===== config.mk =====
export PLATFORM = sky130hd
export DESIGN_NAME = serial_adder
export DESIGN_NICKNAME = d
export VERILOG_FILES = /design/src/rtl/serial_adder.sv
export SDC_FILE = /design/constraint.sdc
export NUM_CORES = 1
export LEC_CHECK = 0
export BUFFER_PORTS_ARGS = -buffer_cell sky130_fd_sc_hd__buf_2
export CORE_MARGIN = 5
export CORE_UTILIZATION = 54
export DETAILED_ROUTE_END_ITERATION = 10
export PLACE_DENSITY = 0.78
export SLEW_MARGIN = 20
export SYNTH_ARGS = -nofsm -noshare
export SYNTH_HDL_FRONTEND = slang
export SYNTH_SLANG_ARGS = --single-unit

===== constraint.sdc =====
create_clock -name clk -period 1.7 [get_ports clk]
set_clock_uncertainty 0.05 [all_clocks]
set_input_delay 0.255 -clock clk [delete_from_list [all_inputs] [get_ports clk]]
set_output_delay 0.255 -clock clk [all_outputs]
set_load 0.005 [all_outputs]

===== src/rtl/serial_adder.sv =====
// Bit-serial LSB-first adder: one full-adder slice and a carry flop iterated over WIDTH cycles.
// Define SERIAL_ADD_OVF_EN to add a registered signed-overflow output.
module serial_adder #(
  parameter int WIDTH = 8
) (
  input  logic             clk,
  input  logic             rst_n,
  input  logic             start,
  input  logic [WIDTH-1:0] in_a,
  input  logic [WIDTH-1:0] in_b,
  input  logic             carry_in,
  output logic             busy,
  output logic             done,
  output logic [WIDTH-1:0] sum,
  output logic             carry_out
`ifdef SERIAL_ADD_OVF_EN
  ,
  output logic             overflow
`endif
);

  localparam int CW = (WIDTH > 1) ? $clog2(WIDTH) : 1;
  localparam logic [CW-1:0] LAST = CW'(WIDTH - 1);

  typedef enum logic [1:0] {IDLE, SHIFT, DONE} state_t;

  state_t           state_q, state_d;
  logic [WIDTH-1:0] a_q, a_d;
  logic [WIDTH-1:0] b_q, b_d;
  logic [WIDTH-1:0] res_q, res_d;
  logic             c_q, c_d;
  logic [CW-1:0]    cnt_q, cnt_d;
  logic [WIDTH-1:0] sum_q, sum_d;
  logic             cout_q, cout_d;
  logic             bit_s, bit_c;
`ifdef SERIAL_ADD_OVF_EN
  logic             ovf_q, ovf_d;
`endif

  // Full-adder slice on the current operand LSBs and stored carry.
  assign bit_s = a_q[0] ^ b_q[0] ^ c_q;
  assign bit_c = (a_q[0] & b_q[0]) | (c_q & (a_q[0] ^ b_q[0]));

  always_comb begin
    state_d = state_q;
    a_d     = a_q;
    b_d     = b_q;
    res_d   = res_q;
    c_d     = c_q;
    cnt_d   = cnt_q;
    sum_d   = sum_q;
    cout_d  = cout_q;
`ifdef SERIAL_ADD_OVF_EN
    ovf_d   = ovf_q;
`endif
    case (state_q)
      SHIFT: begin
        a_d   = a_q >> 1;
        b_d   = b_q >> 1;
        res_d = {bit_s, res_q[WIDTH-1:1]};
        c_d   = bit_c;
        cnt_d = cnt_q + CW'(1);
        if (cnt_q == LAST) begin
          sum_d   = {bit_s, res_q[WIDTH-1:1]};
          cout_d  = bit_c;
`ifdef SERIAL_ADD_OVF_EN
          // c_q is the carry into the MSB while the last bit is processed.
          ovf_d   = c_q ^ bit_c;
`endif
          state_d = DONE;
        end
      end
      default: begin
        state_d = IDLE;
        if (start) begin
          a_d     = in_a;
          b_d     = in_b;
          c_d     = carry_in;
          res_d   = '0;
          cnt_d   = '0;
          state_d = SHIFT;
        end
      end
    endcase
  end

  always_ff @(posedge clk or negedge rst_n) begin
    if (!rst_n) begin
      state_q <= IDLE;
      a_q     <= '0;
      b_q     <= '0;
      res_q   <= '0;
      c_q     <= 1'b0;
      cnt_q   <= '0;
      sum_q   <= '0;
      cout_q  <= 1'b0;
`ifdef SERIAL_ADD_OVF_EN
      ovf_q   <= 1'b0;
`endif
    end else begin
      state_q <= state_d;
      a_q     <= a_d;
      b_q     <= b_d;
      res_q   <= res_d;
      c_q     <= c_d;
      cnt_q   <= cnt_d;
      sum_q   <= sum_d;
      cout_q  <= cout_d;
`ifdef SERIAL_ADD_OVF_EN
      ovf_q   <= ovf_d;
`endif
    end
  end

  assign busy      = (state_q == SHIFT);
  assign done      = (state_q == DONE);
  assign sum       = sum_q;
  assign carry_out = cout_q;
`ifdef SERIAL_ADD_OVF_EN
  assign overflow  = ovf_q;
`endif

endmodule


### Word level (Yosys, flattened, before mapping)

Cells that the tools add are included.
W data, S select, Z words.

* register bits: 39
* bits of input ports: 20
* output and inout bits: 11
* word-level logic and storage cells: 33

* $add $sub $neg: 1
* equality and inequality tests: 4
* multiplexer cells: 13
* bitwise gates (word level): 5
* reductions and logical operators: 2

Operators with widths (number)
* $mux W8: 6
* $mux W3: 2
* $mux W2: 2
* $add A3 B1 Y3 const B: 1
* $eq A3 B3 Y1 const B: 1
* $mux W1: 3
* $and A1 B1 Y1: 2
* $eq A2 B1 Y1 const B: 1
* $eq A2 B2 Y1 const B: 1
* $ne A2 B1 Y1 const B: 1
* $reduce_and A2 Y1: 1
* $reduce_bool A2 Y1: 1
* $xor A1 B1 Y1: 2
* $or A1 B1 Y1: 1

### Logic depth before layout (Yosys ltp)

Gate-level depths: netlist (run 1).

* depth in word-level cells: 4
* gate-level depth with buffers: 5
* depth with buffers taken out: 4

### Least setup slack after synthesis (run 1)

Ideal clock, no wire load.

* kind: reg-to-reg
* start point: register cnt_q[0]
* end point: register cout_q (netlist: carry_out)
* arrival: 1.223 ns
* path slack: 0.302 ns
* cell stages (with the launch flop): 5
* path buffers: 0
* path through: dfrtp_1 -> ha_1 -> ha_1 -> nand2_8 -> mux2_4

* longest elaborated chain between the ends: 2

Ends and longest elaborated chain
* start: declaration: line 32 `logic [CW-1:0] cnt_q, cnt_d;`
* start signal: assignment: line 106 `cnt_q <= cnt_d;`
* $eq A3 B3 Y1: line 63 `if (cnt_q == LAST) begin`
* $reduce_and A2 Y1 (no line)
* end signal: assignment: line 108 `cout_q <= cout_d;`
* end: declaration: line 34 `logic cout_q, cout_d;`

Every way passes these cells.
A chain may end at the register's enable or synchronous reset.

### Worst setup path after layout (run 1)

* start point: register state_q[1]
* end point: output busy

* longest elaborated chain between the ends: 1

Ends and longest elaborated chain
* start: declaration: line 27 `state_t state_q, state_d;`
* start signal: assignment: line 101 `state_q <= state_d;`
* $eq A2 B1 Y1: line 115 `assign busy = (state_q == SHIFT);`
* end: declaration: line 12 `output logic busy,`

Every way passes these cells.

==> metrics, run 1 <==
final-report hold violation count 0; summed area of non-filler cells in the final layout just under 2000 µm²; fraction of power consumed by the clock network 0.139; GPL Wtd Cong just under 0.7; horizontal extent of the die 66.0 µm; Peak Freq 0.638 GHz; global-route congestion overflow total 0; clock tree from TritonCTS done; register-to-register setup slack 0.20 ns; Overall Global Routing Usage 0.160; clock-pin slew reported for the worst setup and hold paths after clock tree synthesis around 0.10 ns; result of the run completed; Worst R2R Path Depth 4; power per unit of standard cell area between 1500 and 2000 nW/µm²; kind of end point of the critical path primary output; Hold EP a_q[7]; filler instances 239; Port Buffers 30; Area contributors post-synth dfrtp_1, mux2i_1, mux2_4, o21ai_0, nand2_1; H-tree levels 2; Synth Warn # 0; Clk Tree Root Cell clkbuf_4; transition time at the pin with the least slew margin between 0.4 and 0.5 ns; signal arrival time at the worst endpoint around 1.3 ns; accumulated negative setup slack 0 ns; combined area of the multi-input logic cells approximately 690 µm²; worst supply voltage drop on vdd between 0.9 and 1 mV; count of unresolved DRC violations after routing 0; critical path fanouts, max 31; total clock sinks 38; number of distinct library cells after synthesis 19; final cycle utilization of the critical path 0.922; synthesized area 1690 µm²; area enclosed by the die boundary roughly 4400 µm²; Die Height approximately 66 µm; syn nets 165; synthesized area per cell approximately 12 µm²; part of the total power dissipated in combinational logic 0.390; switching power as a share of total power 0.345; net switching power roughly 1100 µW; max-cap violations 0; worst relative slew slack 0.691; most frequent standard cell in the layout excluding fill and tap cells dfrtp_1; Sequential Area 951 µm²; maximum count of clock buffers along a single path 2; Worst setup SP type register; cell count after synthesis 142; LEAKAGE approximately 0.0010 µW; minimum hold slack between 0.1 and 0.15 ns; global-route wire length before repair between 5000 and 6000 µm; area added between synthesis and finish 16.9%; required time of the critical path 1.39 ns; Reg2Reg Launch Point cnt_q[0]; proportion of layout cells with a drive suffix above 1 0.307; number of iterations in the first detailed-routing pass 4; CTS buffer count 5; flop and latch count out of synthesis 38; detailed-route vias per instance 5.02; NumNets Final 200; worst hold path type input port to register; max-slew violations 0; wirelength, routed about 3000 µm; worst hold start in_a[7]; number of global-route vias before repair around 1200; part of the Yosys area used for sequential elements 0.562; routed via count ~1100; First DRT Iteration DRCs 38; share of power burned in registers 0.471; n_diodes 0; setup violation total in the final timing report 0; total placed instance area ~1900 µm²; endpoint of the most critical register-to-register path sum[1]; pin count of the biggest net entering global routing 39; core outline area 3030 µm²; placement row count 20; final antenna-violating net count 0; type of the setup path with the least slack register to primary output; CTS-repair resized insts 0; proportion of netlist area held by the largest area contributor 0.562; I/O pin cnt 31; HPWL after detailed placement 2150 µm; Period minus WS final roughly 1.6 ns; number of antenna violations at the first check in global routing 0; clock latency at the later pin of the worst-skew pair ~0.33 ns; top library cells by usage in the layout, fill and taps aside dfrtp_1, buf_2, nand2_1, o21ai_0, mux2i_1; mean routed wirelength per cell roughly 13 µm; instance count along the most critical hold path 3; Yosys top cell by area dfrtp_1; starting density of the core 0.559; unrepaired setup endpoints after global routing no; design internal power around 2100 µW
-- registers in the layout, indices dropped and copies added, names as in the netlist --
| signal | count |
|---|---|
| a_q | 8 |
| b_q | 8 |
| c_q | 1 |
| carry_out | 1 |
| cnt_q | 3 |
| res_q | 7 |
| state_q | 2 |
| sum | 8 |
-- synthesized netlist by cell type --
cell / n
fa_1: 1
ha_1: 2
dfrtp_1: 38
nor2b_2: 1
nor2_1: 3
and2b_1: 1
buf_6: 1
o21ai_0: 24
nand2b_1: 9
inv_1: 1
mux2_2: 1
nand2_1: 24
clkbuf_2: 2
nand2_8: 1
mux2i_1: 17
buf_4: 2
buf_2: 4
mux2_4: 9
a21oi_1: 1
-- critical path: stages (launching register included) --
cell	delay, ns
dfrtp_1	0.42
nor2b_4	0.19
buf_12	0.19
buf_2	0.13
-- worst max-delay path by stage --
stage | slack [ns] | depth (start not counted) | start | to
2_1_floorplan | 0.30 | 4 | cnt_q[0] | carry_out
3_3_place_gp | 0.28 | 4 | cnt_q[0] | sum[5]
3_5_place_dp | 0.21 | 4 | cnt_q[0] | sum[1]
4_1_cts | 0.02 | 3 | state_q[1] | busy
5_1_grt | 0.05 | 3 | state_q[1] | busy
6_report | 0.13 | 3 | state_q[1] | busy
-- cell families after synthesis --
group,Yosys count,synth area share
adder cells (fa/ha/maj),3,0.0266
buffers and inverters,10,0.0355
AO/OA/AOI/OAI,25,0.0740
AND/OR/NAND/NOR,39,0.115
multiplexers,27,0.187
flip-flops,38,0.562
-- stage by stage --
| stage | setup slack, ns | total power, µW | utilization | std cells |
|---|---|---|---|---|
| after floorplan | 0.302 | 2400 | - | 142 |
| final | 0.132 | 3260 | 0.653 | 220 |
| after CTS | 0.0156 | 3270 | 0.648 | 218 |
| after detailed placement | 0.212 | 2820 | 0.628 | 211 |
| after global routing | 0.0518 | 3560 | 0.653 | 220 |
| after global placement | 0.276 | 2700 | 0.628 | 211 |
-- power by group through the flow --
stage                     Clock (µW)  Combinational, µW  Sequential (µW)
after floorplan                    0                898             1500
after global placement             0               1170             1530
after detailed placement           0               1250             1560
after CTS                        464               1260             1550
after global routing             518               1450             1590
final                            453               1270             1540
-- final cells by class --
class / instances / share of cell area
clock buffer: 6 / 0.0259
timing repair buffer: 37 / 0.116
tap: 44 / 0.0278
sequential: 38 / 0.481
multi-input combinational: 94 / 0.347
inverter: 1 / 0.00190
-- per-layer routing --
layer  GRT usage  vias to the layer above  part of all wire
met2       0.267                       31              0.51
met4       0.104                        0             0.028
met1       0.172                      520              0.40
met5           0                        -                 0
li1            -                      544                 -
met3      0.0510                        9             0.063
-- what timing repair did --
item,in CTS,in global routing
endpoints found under the setup margin,0,1
endpoints found under the hold margin,38,0
buffers inserted,0,2
hold buffers,1,0
No activity file was read; power rests on OpenSTA's default activity.
==> run 2: changes to the inputs <==
--- a/config.mk
+++ b/config.mk
@@ -6,10 +6,12 @@
 export NUM_CORES = 1
 export LEC_CHECK = 0
 export BUFFER_PORTS_ARGS = -buffer_cell sky130_fd_sc_hd__buf_2
+export CORE_ASPECT_RATIO = 0.6
 export CORE_MARGIN = 5
 export CORE_UTILIZATION = 54
 export DETAILED_ROUTE_END_ITERATION = 10
 export PLACE_DENSITY = 0.78
+export REMOVE_ABC_BUFFERS = 1
 export SLEW_MARGIN = 20
 export SYNTH_ARGS = -nofsm -noshare
 export SYNTH_HDL_FRONTEND = slang
==> run 2 against run 1 <==
Effect of this change:
- power up 4.0%
- sequential share of layout area down 0.24 points
- utilization up 2.6 points
- critical path depth unchanged
- clock power up 38%
- via count down 1.7%
- register-to-register slack better by 0.03 ns
- worst hold slack better by 0.097 ns
- maximum frequency up 2.4%
- first-iteration DRC count up 89%
- largest power group unchanged
==> metrics, run 2 (synthesis gave the netlist of run 1 again) <==
share of power burned in registers 0.454; Clk Tree Root Cell clkbuf_8; top library cells by usage in the layout, fill and taps aside dfrtp_1, buf_2, nand2_1, o21ai_0, mux2i_1; Peak Freq around 0.65 GHz; most frequent standard cell in the layout excluding fill and tap cells dfrtp_1; switching power as a share of total power 0.339; H-tree levels 2; starting density of the core 0.578; setup violation total in the final timing report 0; area added between synthesis and finish 17.5%; filler instances approximately 240; Overall Global Routing Usage 0.159; power per unit of standard cell area around 1700 nW/µm²; Reg2Reg Launch Point cnt_q[0]; global-route congestion overflow total 0; clock tree from TritonCTS done; max-cap violations 0; HPWL after detailed placement between 2000 and 2500 µm; count of unresolved DRC violations after routing 0; proportion of layout cells with a drive suffix above 1 0.301; NumNets Final slightly below 200; Die Height approximately 53 µm; dpl ws 0.230 ns; instance count along the most critical hold path 3; total clock sinks 38; horizontal extent of the die around 80 µm; clock-pin slew reported for the worst setup and hold paths after clock tree synthesis approximately 0.070 ns; CTS buffer count 5; worst hold path type input port to register; worst relative slew slack 0.693; LEAKAGE ~0.0010 µW; I/O pin cnt 31; transition time at the pin with the least slew margin about 0.46 ns; fraction of power consumed by the clock network 0.185; final-report hold violation count 0; n_diodes 0; Total Power ~3400 µW; Worst setup SP type register; placement row count 15; GRT met2 Usage 0.235; pin count of the biggest net entering global routing 48; final antenna-violating net count 0; dpl cells 208; type of the setup path with the least slack register to primary output; Period minus WS final 1.53 ns; met3 demand-to-capacity share in global routing 0.0612; routed via count 1085; First DRT Iteration DRCs 72; Final WS setup approximately 0.17 ns; mean routed wirelength per cell 13.3 µm; part of the total power dissipated in combinational logic 0.361; result of the run completed; kind of end point of the critical path primary output; net switching power 1150 µW; Final Non-Filler Cells between 200 and 250; critical path fanouts, max 47; design internal power approximately 2200 µW; unrepaired setup endpoints after global routing no; Worst R2R Path Depth 4; accumulated negative setup slack 0 ns; maximum count of clock buffers along a single path 2; endpoint of the most critical register-to-register path sum[7]; register-to-register setup slack ~0.23 ns; global-route wire length before repair approximately 5000 µm; max-slew violations 0; Hold EP a_q[7]; signal arrival time at the worst endpoint about 1.2 ns; CTS-repair resized insts 0; grt met1 use 0.206; number of global-route vias before repair about 1100; required time of the critical path 1.39 ns; number of iterations in the first detailed-routing pass 5; GPL Wtd Cong around 0.71; clock latency at the later pin of the worst-skew pair roughly 0.29 ns; worst hold start in_a[7]; wirelength, routed 2900 µm; layer with the highest usage met2; minimum hold slack ~0.21 ns; final cycle utilization of the critical path 0.900; core outline area ~3000 µm²; Port Buffers 30; area enclosed by the die boundary between 4000 and 5000 µm²; number of antenna violations at the first check in global routing 0; detailed-route vias per instance about 5.0; worst supply voltage drop on vdd approximately 0.7 mV
-- run 2: metrics by stage --
step / util / area (µm²)
floorplan: - / 1640
global placement: 0.641 / 1880
detailed placement: 0.641 / 1880
CTS: 0.679 / 1990
global route: 0.679 / 1990
finish: 0.679 / 1990
-- run 2: worst max-delay path, cell delays in order (launching register included) --
cell and delay, ns:
dfrtp_1 0.40, nor2b_4 0.17, buf_12 0.21, buf_2 0.14
-- run 2: area by class of cell --
type                       count  area [µm²]  share of cell area
inverter                       1        3.75             0.00189
timing repair buffer          35         203               0.102
multi-input combinational     94         686               0.345
tap                           42        52.6              0.0264
clock buffer                   7        86.3              0.0435
clock inverter                 1        5.00             0.00252
sequential                    38         951               0.479
-- run 2: power groups by stage --
stage | sequential, µW | clock, µW | combinational [µW]
3_5_place_dp | 1560 | 0 | 1210
2_1_floorplan | 1500 | 0 | 794
5_1_grt | 1590 | 686 | 1400
3_3_place_gp | 1540 | 0 | 1140
6_report | 1540 | 626 | 1220
4_1_cts | 1540 | 639 | 1240
-- run 2: what timing repair did --
item                                   CTS  global route
endpoints found under the hold margin   38             0
setup endpoints to repair                1             0
hold buffers                             1             0
setup buffers                            1             0
-- run 2: worst max-delay path by stage --
| stage | start | end | slack [ns] |
|---|---|---|---|
| after floorplan | state_q[1] | carry_out | -0.42 |
| after global placement | cnt_q[0] | carry_out | 0.28 |
| after detailed placement | cnt_q[0] | sum[7] | 0.23 |
| after CTS | state_q[1] | busy | 0.17 |
| after global routing | state_q[1] | busy | 0.09 |
| final | state_q[1] | busy | 0.17 |
-- run 2: metal layers --
| layer | part of all wire | routed length (µm) |
|---|---|---|
| met1 | 0.50 | 1440 |
| met2 | 0.45 | 1300 |
| met3 | 0.044 | 128 |
| met4 | 0.012 | 35 |
| met5 | 0 | 0 |
